### config.mk
export PLATFORM = sky130hd
export DESIGN_NAME = jit_stream_alu
export DESIGN_NICKNAME = d
export VERILOG_FILES = /design/src/rtl/jit_pkg.sv /design/src/rtl/jit_alu_op.sv /design/src/rtl/jit_stream_alu.sv
export SDC_FILE = /design/constraint.sdc
export NUM_CORES = 1
export LEC_CHECK = 0
export CORE_AREA = 2 2 171 173
export DETAILED_ROUTE_END_ITERATION = 12
export DIE_AREA = 0 0 173 175
export PLACE_DENSITY = 0.7
export SYNTH_ARGS = -nofsm -noshare
export SYNTH_HDL_FRONTEND = slang
export SYNTH_HIERARCHICAL = 1
export SYNTH_SLANG_ARGS = --single-unit
### constraint.sdc
create_clock -name ACLK -period 11.3 [get_ports ACLK]
set_clock_uncertainty 0.15 [all_clocks]
set_input_delay 2.26 -clock ACLK [delete_from_list [all_inputs] [get_ports ACLK]]
set_output_delay 2.26 -clock ACLK [all_outputs]
set_load 0.05 [all_outputs]
### src/rtl/jit_pkg.sv
// Shared definitions for the streaming ALU.
// Contents: data width, opcode encodings, S1 operand-pair record.
package jit_pkg;

    localparam int DATA_W = 32;

    typedef logic [DATA_W-1:0] data_t;

    // 6 and 7 both pass A through.
    typedef enum logic [2:0] {
        OP_ADD   = 3'd0,
        OP_SUB   = 3'd1,
        OP_MUL   = 3'd2,
        OP_MAX   = 3'd3,
        OP_MIN   = 3'd4,
        OP_MAC   = 3'd5,
        OP_PASS  = 3'd6,
        OP_PASS2 = 3'd7
    } op_e;

    typedef struct packed {
        op_e   op;
        data_t a;
        data_t b;
    } pair_t;

endpackage

### src/rtl/jit_alu_op.sv
// Combinational operation unit: (op, a, b) -> res.
// For OP_MAC it returns the per-pair term that the top accumulates.
// Build option JIT_STREAM_ALU_MUL_EN:
//   defined   -> 32x32 multiplier; MUL = low 32 bits of a*b, MAC term = a*b
//   undefined -> no multiplier; MUL = 0, MAC term = a+b
// Ports: op (opcode), a, b (operands), res (result, wraps mod 2^32).
module jit_alu_op
    import jit_pkg::*;
(
    input  op_e   op,
    input  data_t a,
    input  data_t b,
    output data_t res
);

    data_t mul_res;
    data_t mac_term;

`ifdef JIT_STREAM_ALU_MUL_EN
    assign mul_res  = a * b;
    assign mac_term = mul_res;
`else
    assign mul_res  = '0;
    assign mac_term = a + b;
`endif

    always_comb begin
        res = a;
        case (op)
            OP_ADD:  res = a + b;
            OP_SUB:  res = a - b;
            OP_MUL:  res = mul_res;
            OP_MAX:  res = ($signed(a) > $signed(b)) ? a : b;
            OP_MIN:  res = ($signed(a) < $signed(b)) ? a : b;
            OP_MAC:  res = mac_term;
            default: res = a;
        endcase
    end

endmodule

### src/rtl/jit_stream_alu.sv
// Two-stage streaming ALU joining operand streams A and B into result stream C.
// S1 registers the consumed pair; S2 registers the result. MAC reductions
// accumulate across pairs and emit one beat when the pair count reaches LEN.
// Build option JIT_STREAM_ALU_MUL_EN selects multiplier vs. adder for MUL/MAC.
// Ports:
//   ACLK, ARESETN           clock, async active-low reset
//   sA_* / sB_*             operand streams (ready/valid/data)
//   mC_*                    result stream
//   CONF                    opcode (see jit_pkg)
//   LEN                     pairs per MAC reduction (0 treated as 1)
//   BUSY                    any stage occupied or reduction in progress
module jit_stream_alu
    import jit_pkg::*;
#(
    parameter int LEN_W = 16
) (
    input  logic              ACLK,
    input  logic              ARESETN,
    output logic              sA_tready,
    input  logic              sA_tvalid,
    input  logic [DATA_W-1:0] sA_tdata,
    output logic              sB_tready,
    input  logic              sB_tvalid,
    input  logic [DATA_W-1:0] sB_tdata,
    input  logic              mC_tready,
    output logic              mC_tvalid,
    output logic [DATA_W-1:0] mC_tdata,
    input  logic [2:0]        CONF,
    input  logic [LEN_W-1:0]  LEN,
    output logic              BUSY
);

    logic             en, fire;
    logic             s1_vld, s2_vld;
    pair_t            s1;
    logic [LEN_W-1:0] s1_len;
    data_t            s2_data;
    data_t            acc, acc_nxt, alu_res;
    logic [LEN_W-1:0] cnt, cnt_nxt, len_lat, len_eff;
    logic             mac_done;

    // Pipeline advances unless the output is held by backpressure.
    assign en   = !s2_vld || mC_tready;
    // Gating with ARESETN keeps readies low while reset is asserted.
    assign fire = en && sA_tvalid && sB_tvalid && ARESETN;

    assign sA_tready = fire;
    assign sB_tready = fire;
    assign mC_tvalid = s2_vld;
    assign mC_tdata  = s2_data;
    assign BUSY      = s1_vld || s2_vld || (cnt != '0);

    jit_alu_op u_op (
        .op  (s1.op),
        .a   (s1.a),
        .b   (s1.b),
        .res (alu_res)
    );

    // acc is always zero when cnt is zero, so no explicit restart term is needed.
    // LEN is taken from the first pair of a reduction and held in len_lat.
    always_comb begin
        len_eff  = (cnt == '0) ? ((s1_len == '0) ? LEN_W'(1) : s1_len) : len_lat;
        cnt_nxt  = cnt + LEN_W'(1);
        acc_nxt  = acc + alu_res;
        mac_done = (cnt_nxt == len_eff);
    end

    always_ff @(posedge ACLK or negedge ARESETN) begin
        if (!ARESETN) begin
            s1_vld  <= 1'b0;
            s1      <= '0;
            s1_len  <= '0;
            s2_vld  <= 1'b0;
            s2_data <= '0;
            acc     <= '0;
            cnt     <= '0;
            len_lat <= '0;
        end else if (en) begin
            s1_vld <= fire;
            if (fire) begin
                s1.op  <= op_e'(CONF);
                s1.a   <= sA_tdata;
                s1.b   <= sB_tdata;
                s1_len <= LEN;
            end
            s2_vld <= 1'b0;
            if (s1_vld) begin
                if (s1.op == OP_MAC) begin
                    if (mac_done) begin
                        s2_vld  <= 1'b1;
                        s2_data <= acc_nxt;
                        acc     <= '0;
                        cnt     <= '0;
                    end else begin
                        acc     <= acc_nxt;
                        cnt     <= cnt_nxt;
                        len_lat <= len_eff;
                    end
                end else begin
                    // Any non-MAC pair abandons a partial reduction.
                    s2_vld  <= 1'b1;
                    s2_data <= alu_res;
                    acc     <= '0;
                    cnt     <= '0;
                end
            end
        end
    end

endmodule

# After elaboration in Yosys (flattened, before gate mapping)
# Index checks and enable logic that the tools add are counted.
# totals
output_inout_bits	36
input_bits	88
elab_cells	54
regBits	181
# classes
eq_ne	7
n_addsub	4
n_bitwise	1
n_mux	14
n_reduce_logical	16
magnitude_cmp	2
# ops
op	n
$mux W32	6
$pmux W32 S5	1
$add A32 B32 Y32	2
$mux W16	4
$gt A32 B32 Y1	1
$logic_not A16 Y1	2
$lt A32 B32 Y1	1
$sub A32 B32 Y32	1
$add A16 B1 Y16 const B	1
$eq A16 B16 Y1	1
$reduce_bool A16 Y1	1
$eq A3 B2 Y1 const B	2
$eq A3 B3 Y1 const B	2
$reduce_and A2 Y1	2
$reduce_and A4 Y1	1
$eq A3 B1 Y1 const B	1
$logic_and A1 B1 Y1	3
$logic_not A3 Y1	1
$logic_or A1 B1 Y1	3
$mux W1	3
$reduce_and A3 Y1	1
$ne A2 B2 Y1 const B	1
$reduce_or A2 Y1	1
$logic_not A1 Y1	1
$not A1 Y1	1

# Logic depth before layout (Yosys ltp)
# Gate-level depths: netlist (run 1).
# logic_depth
word_depth	7
depth_mapped	27
mapped_depth_nobuf	24

# By module
# The synthesis (run 1) kept the hierarchy.
# by_module_without_submodules
module	n_inst	seq_area_each_um2	cells_per_inst	area_per_inst_um2
jit_stream_alu	1	4529.3	943	9860.7
jit_alu_op	1	0.0	624	4217.8

# Worst setup path before layout (run 1)
# Ideal clock, no wire load.
# synth_timing
path_kind	input to output
start	input port mC_tready
end	output port sB_tready
slack_ns	5.207
n_path_buf	2
t_required_ns	8.890
path_stages	5
arrival_time_ns	3.683
path_cell_list	nand2b_1 inv_1 nor2_1 buf_1 buf_4
# synth_between
elab_chain_cells	4
# synth_rtl
item	line_no	source
start: declaration	jit_stream_alu.sv:25	input logic mC_tready,
$logic_or A1 B1 Y1	jit_stream_alu.sv:43	assign en = !s2_vld || mC_tready;
$logic_and A1 B1 Y1 (3 in series)	jit_stream_alu.sv:45	assign fire = en && sA_tvalid && sB_tvalid && ARESETN;
end: declaration	jit_stream_alu.sv:22	output logic sB_tready,
# No other way between the ends.

# Worst setup path after layout (run 1)
# layout_timing
start	input port mC_tready
end	output port sA_tready
# layout_between
elab_chain_cells	4
# layout_rtl
item	line_no	source
$logic_or A1 B1 Y1	jit_stream_alu.sv:43	
$logic_and A1 B1 Y1 (3 in series)	jit_stream_alu.sv:45	
end: declaration	jit_stream_alu.sv:19	output logic sA_tready,
# No other way between the ends.

==> qor.yml, run 1 <==
timing:
  maxSlewHeadroom: 0.377
  hold_viol_final: 0
  final.setup.tns_ns: 0
  setup_slack_ns: 4.51
  fmax_ghz: 0.147
  slew_violations: 0
  setup_viol: 0
  holdWs_ns: 0.328
  grt_setup_unrepaired: "no"
  finalCriticalPeriod_ns: 6.79
  period_share: 0.601
  tightest_slew_ns: 0.932
setup_path:
  crit_start: "mC_tready"
  rrSetupSlack_ns: 4.70
  cp-end-kind: "output port"
  startpoint_type: "input port"
  reg2reg_to: "mC_tdata[24]"
  worst-setup-path-type: "in2out"
  critical_path.max_fanout: 32
  r2r_cells: 22
  cp_data_arrival_time_ns: 4.38
  r2r-start: "s1[26]"
  required_ns: 8.89
  endpoint: "sA_tready"
global_routing:
  grt_max_degree: 138
  grt_pass1_wl_mm: 63.2
  grt_usage: 0.257
  grt_antenna_before_repair: 0
  grt.overflow.total: 0
  grt_pass1_vias: 12000
synth:
  yosys_warnings: 6
  avgSynthCellArea_um2: 8.98
  synth_cells: 1567
  synth_edf_count: 0
  syn_area_um2: 14100
  synth_xor_area_frac: 0.0361
  async_flop_share: 1.00
  ys_seq_area_frac: 0.322
  muxShareOfSynthArea: 0.102
  synth_cell_type_count: 92
  ys_ff_latch: 181
  synth-adder-area-share: 0.0896
  synthesis.nets: 1754
  synth_simple_gate_area_frac: 0.151
  ys.flop_type: "dfrtp_1"
  synth-compound-area-share: 0.249
  synth_top_family_by_area: "compound AO/OA/AOI/OAI gates"
place:
  preCtsSetupSlack_ns: 4.50
  place_congestion: 0.927
  portBuffers: 123
  dp_hpwl_mm: 28.4
floorplan:
  fp.dieW_um: 173
  dieArea_um2: 30300
  core_um2: 28400
  io_pins: 124
  fp-row-count: 62
  fp.dieH_um: 175
  start_util: 0.496
detailed_routing:
  first_pass_iters: 6
  drt-initial-drc-count: 1048
  ant_nets: 0
  vias: 12300
  post_drt_wl_per_cell_um: 18.9
  drt_wl_total_mm: 38.5
  drc: 0
  viasPerCell: 6.07
job:
  cap_violations: 0
clock_network:
  ctsHoldBuffers: 0
  clk_pin_slew_worst_paths_ns: 0.08
  clock_latency_ns: 0.45
  postCtsSetupBuffers: 0
  clockRootBuffer: "clkbuf_16"
  cts_tree: "yes"
  cts_num_sinks: 181
  cts-resized-gates: 0
  cts_buffers: 17
  htreeDepth: 4
  clk_path_buf_depth: 2
finish:
  final_nets: 1822
  fin_util: 0.569
  diodes: 0
  area_growth_pct: 14.8
  nFillCells: 2613
  drive_above_1_share: 0.114
pwr:
  fin_total_pwr_mw: 4.04
  power.density_nw_per_um2: 250
  ir_worst_vdd_mv: 0.109
  leakage_nw: 6.99
run_status:
  status: "complete, no violations"
min_path:
  hold_class: "reg2reg"
## Yosys cell counts (6+ instances only)
cell type    n  area share
o211ai_1    11      0.0059
nor2b_1     18      0.0080
mux2_4       9      0.0096
nand3_1     32       0.011
nor2_1     112       0.030
o22ai_1     14      0.0062
o21ai_0     82       0.029
ha_1        96       0.085
a221o_1     19       0.014
a22oi_1      8      0.0043
xor2_1      17       0.011
or3_1       10      0.0044
xnor2_1     41       0.026
nand2b_1    25       0.011
a22o_1      11      0.0068
o21a_1      11      0.0059
o21ai_1     11      0.0039
and2_1       9      0.0040
a21oi_1    133       0.047
mux2_2      89       0.071
and3_1       9      0.0040
clkbuf_1    57       0.015
nor4_1      10      0.0044
nand4_1     20      0.0089
o21bai_1    19       0.010
nor3_1      23      0.0082
a211oi_1    14      0.0075
o31ai_1     24       0.013
o221ai_1     6      0.0037
dfrtp_1    181        0.32
a2bb2oi_1    7      0.0044
a21o_1      44       0.023
a31oi_1     12      0.0053
inv_1       73       0.019
buf_2       21      0.0075
a221oi_1    16       0.010
nand2_1    125       0.033
mux2i_1     30       0.021
o41ai_1      7      0.0044
o22a_1       7      0.0044
## through the flow
stage | instances | area (um2)
floorplan | 1567 | 14100
CTS | 2032 | 16200
global placement | 2000 | 15600
finish | 2032 | 16200
global route | 2032 | 16200
detailed placement | 2000 | 15600
## worst max-delay path: stages
cell and delay (ns):
clkdlybuf4s50_1 0.45, nand2b_1 0.17, inv_1 0.11, nor2_4 0.10, buf_4 0.38, clkdlybuf4s50_1 0.89
## logic make-up after synthesis
family,after synthesis
AOI/OAI and AO/OA,511
xor gates and xnor gates,58
adders and majority gates,99
buffers and inverters,165
DFF,181
muxes,128
and+or+nand+nor,425
## cells in the final DEF, fill, tap and decap left out, types with 12 or more instances in the layout
cell | netlist | routed
a221o_1 | 19 | 19
clkbuf_16 | 0 | 17
a21o_1 | 44 | 44
buf_4 | 4 | 17
a221oi_1 | 16 | 16
inv_1 | 73 | 73
a211oi_1 | 14 | 14
mux2_2 | 89 | 89
o21bai_1 | 19 | 19
nor3_1 | 23 | 22
a21oi_1 | 133 | 133
o21ai_0 | 82 | 82
nand2b_1 | 25 | 25
nor2b_1 | 18 | 18
a31oi_1 | 12 | 12
o31ai_1 | 24 | 24
dfrtp_1 | 181 | 181
ha_1 | 96 | 96
mux2i_1 | 30 | 30
xnor2_1 | 41 | 41
nand4_1 | 20 | 20
xor2_1 | 17 | 17
clkdlybuf4s50_1 | 0 | 122
o22ai_1 | 14 | 14
nor2_1 | 112 | 110
nand3_1 | 32 | 32
nand2_1 | 125 | 124
## final cells by class
class	count	area (um2)	area share
inverter	73	274	0.0170
clock buffer	18	439	0.0272
multi-input combinational	1221	8890	0.550
sequential	181	4530	0.280
tap	384	480	0.0297
clock inverter	14	160	0.00991
timing repair buffer	141	1380	0.0854
## registers in the layout (all words and copies together), names as in the netlist
| name | flops |
|---|---|
| s1_vld | 1 |
| cnt | 16 |
| s1 | 67 |
| len_lat | 16 |
| mC_tvalid | 1 |
| mC_tdata | 32 |
| acc | 32 |
| s1_len | 16 |
## metal layers
metal / share of wire / vias to the layer above / GRT usage
met4: 0.020 / 0 / 0.0770
li1: - / 5938 / -
met5: 0 / - / 0
met3: 0.055 / 56 / 0.0331
met1: 0.46 / 5940 / 0.361
met2: 0.46 / 397 / 0.417
## power by group
part / switching (mW) / total, mW / internal [mW]
sequential: 0.152 / 0.967 / 0.815
combinational: 1.51 / 2.46 / 0.952
clock: 0.290 / 0.610 / 0.321
total: 1.95 / 4.04 / 2.09
## worst min path at each step
stage	cells past startpoint	start	endpoint
3_5_place_dp	2	acc[17]	acc[17]
6_report	2	mC_tdata[16]	mC_tdata[16]
4_1_cts	2	mC_tdata[13]	mC_tdata[13]
5_1_grt	1	mC_tdata[23]	mC_tdata[23]
3_3_place_gp	2	acc[27]	acc[27]
2_1_floorplan	2	acc[15]	acc[15]
Note: power is estimated with default switching activity, not from simulation.
==> inputs of run 2 (changes only) <==
- PLACE_DENSITY: 0.7 -> 0.73
- clock period: 11.3 -> 6 ns (I/O delays scaled with it)
==> qor.yml, run 2 (synthesis results as in run 1) <==
setup_path:
  critical_path.max_fanout: 8
  reg2reg_to: "mC_tdata[31]"
  startpoint_type: "flop"
  cp_data_arrival_time_ns: 5.96
  worst-setup-path-type: "reg2reg"
  cp-end-kind: "flop"
  r2r-start: "s1[32]"
  required_ns: 6.15
  rrSetupSlack_ns: 0.19
  r2r_cells: 20
clock_network:
  clock_latency_ns: 0.45
  clockRootBuffer: "clkbuf_16"
  cts_buffers: 17
  cts_num_sinks: 181
  clk_pin_slew_worst_paths_ns: 0.07
  clk_path_buf_depth: 2
  htreeDepth: 4
  ctsHoldBuffers: 0
  cts_tree: "yes"
place:
  dpl.cell_count: 2040
  place_area_um2: 15900
  dp_hpwl_mm: 30.7
  place_congestion: 0.953
  portBuffers: 123
floorplan:
  start_util: 0.496
  fp-row-count: 62
  io_pins: 124
  core_um2: 28400
  fp.dieH_um: 175
  dieArea_um2: 30300
  fp.dieW_um: 173
min_path:
  hold_class: "reg2reg"
  worstHoldEndpoint: "acc[15]"
  whs_path_depth: 2
  hold_start: "acc[15]"
finish:
  design_area_um2: 16600
  diodes: 0
  final_cells: 2073
  layout_common_cells: "dfrtp_1, a21oi_1, nand2_1"
  area_growth_pct: 17.7
  drive_above_1_share: 0.145
  final_common_cell: "dfrtp_1"
  final_nets: 1863
  largest_register: "s1"
  largest_reg_flops: 67
run_status:
  status: "complete, no violations"
timing:
  slew_violations: 0
  final.setup.tns_ns: 0
  tightest_slew_ns: 0.955
  maxSlewHeadroom: 0.361
  fmax_ghz: 0.172
  period_share: 0.968
  hold_viol_final: 0
  finalCriticalPeriod_ns: 5.81
  setup_viol: 0
pwr:
  power.density_nw_per_um2: 477
  ir_worst_vdd_mv: 0.238
  netSwitchingPower_mw: 3.81
  p_clk_frac: 0.145
  seq_power_share: 0.230
  leakage_nw: 7.19
  internal_power_mw: 4.09
  power.share.combinational: 0.625
  switching_share: 0.482
global_routing:
  grt_max_degree: 67
  grt_antenna_before_repair: 0
  grt.overflow.total: 0
  grt_usage: 0.270
  grt_pass1_vias: 12200
  grt_pass1_wl_mm: 65.7
detailed_routing:
  drc: 0
  first_pass_iters: 6
  post_drt_wl_per_cell_um: 19.8
  drt-initial-drc-count: 1014
  ant_nets: 0
  vias: 12800
  viasPerCell: 6.16
  drt_wl_total_mm: 41.1
job:
  cap_violations: 0
run 2: cell count changes in the layout (fill, tap and decap cells not counted), moves of 2 or more:
| cell | before | now |
|---|---|---|
| ha_2 | 0 | 5 |
| a21oi_2 | 2 | 5 |
| buf_4 | 17 | 57 |
| clkinvlp_4 | 0 | 3 |
| a21oi_1 | 133 | 129 |
| o21ai_0 | 82 | 80 |
| ha_1 | 96 | 90 |
run 2: metrics by stage:
step	util	hold WS [ns]	power, mW	setup slack (ns)
floorplan	-	0.295	5.17	0.518
global placement	0.559	0.312	6.51	0.218
detailed placement	0.559	0.314	6.59	0.0335
CTS	0.580	0.328	7.76	0.0173
global route	0.584	0.354	8.41	-0.0222
finish	0.584	0.325	7.90	0.190
run 2: worst max-delay path: stages (launching register included):
cell and delay (ns):
dfrtp_1 0.43, ha_1 0.24, fa_1 0.42, nor2b_1 0.17, o21ai_1 0.20, a21oi_1 0.15, or3_1 0.42, a21oi_1 0.27
o21bai_1 0.25, a311oi_1 0.39, o21bai_1 0.13, xnor2_1 0.13, o21ai_0 0.47, ha_1 0.43, a21o_1 0.22, a21oi_1 0.27
nor2_1 0.09, a311oi_1 0.28, nand3_1 0.14, xnor2_1 0.30, o21ai_0 0.12
run 2: layer usage:
layer  GRT usage  wire [um]  up-vias  part of all wire
met5           0          0        -                 0
met4      0.0886       1010        0             0.025
met3      0.0366       2610       62             0.064
met2       0.440      19100      505              0.47
met1       0.371      18300     6195              0.45
li1            -          -     5999                 -
run 2: power groups by stage:
stage               Sequential (mW)  Combinational, mW  Clock (mW)
finish                         1.82               4.94        1.14
detailed placement             1.84               4.75           0
global route                   1.87               5.34        1.21
floorplan                      2.13               3.05           0
global placement               1.82               4.69           0
CTS                            1.82               4.78        1.16
run 2: area by class of cell:
| class | instances | area, um2 |
|---|---|---|
| tap | 384 | 480 |
| timing repair buffer | 182 | 1700 |
| multi-input combinational | 1221 | 9000 |
| clock inverter | 13 | 141 |
| inverter | 73 | 274 |
| fill | 2564 | 11800 |
| sequential | 181 | 4530 |
| clock buffer | 19 | 443 |
run 2: worst max-delay path by stage:
stage / startpoint / endpoint / slack (ns) / cells past startpoint
2_1_floorplan: s1[32] / acc[29] / 0.52 / 25
3_3_place_gp: s1[32] / mC_tdata[26] / 0.22 / 24
3_5_place_dp: s1[32] / acc[29] / 0.03 / 22
4_1_cts: s1[32] / mC_tdata[26] / 0.02 / 24
5_1_grt: s1[15] / acc[29] / -0.02 / 21
6_report: s1[32] / mC_tdata[31] / 0.19 / 20
run 2: repair_timing:
action | CTS | global route
setup endpoints to repair | 0 | 27
setup buffers | 0 | 1
gates resized for setup | 0 | 24
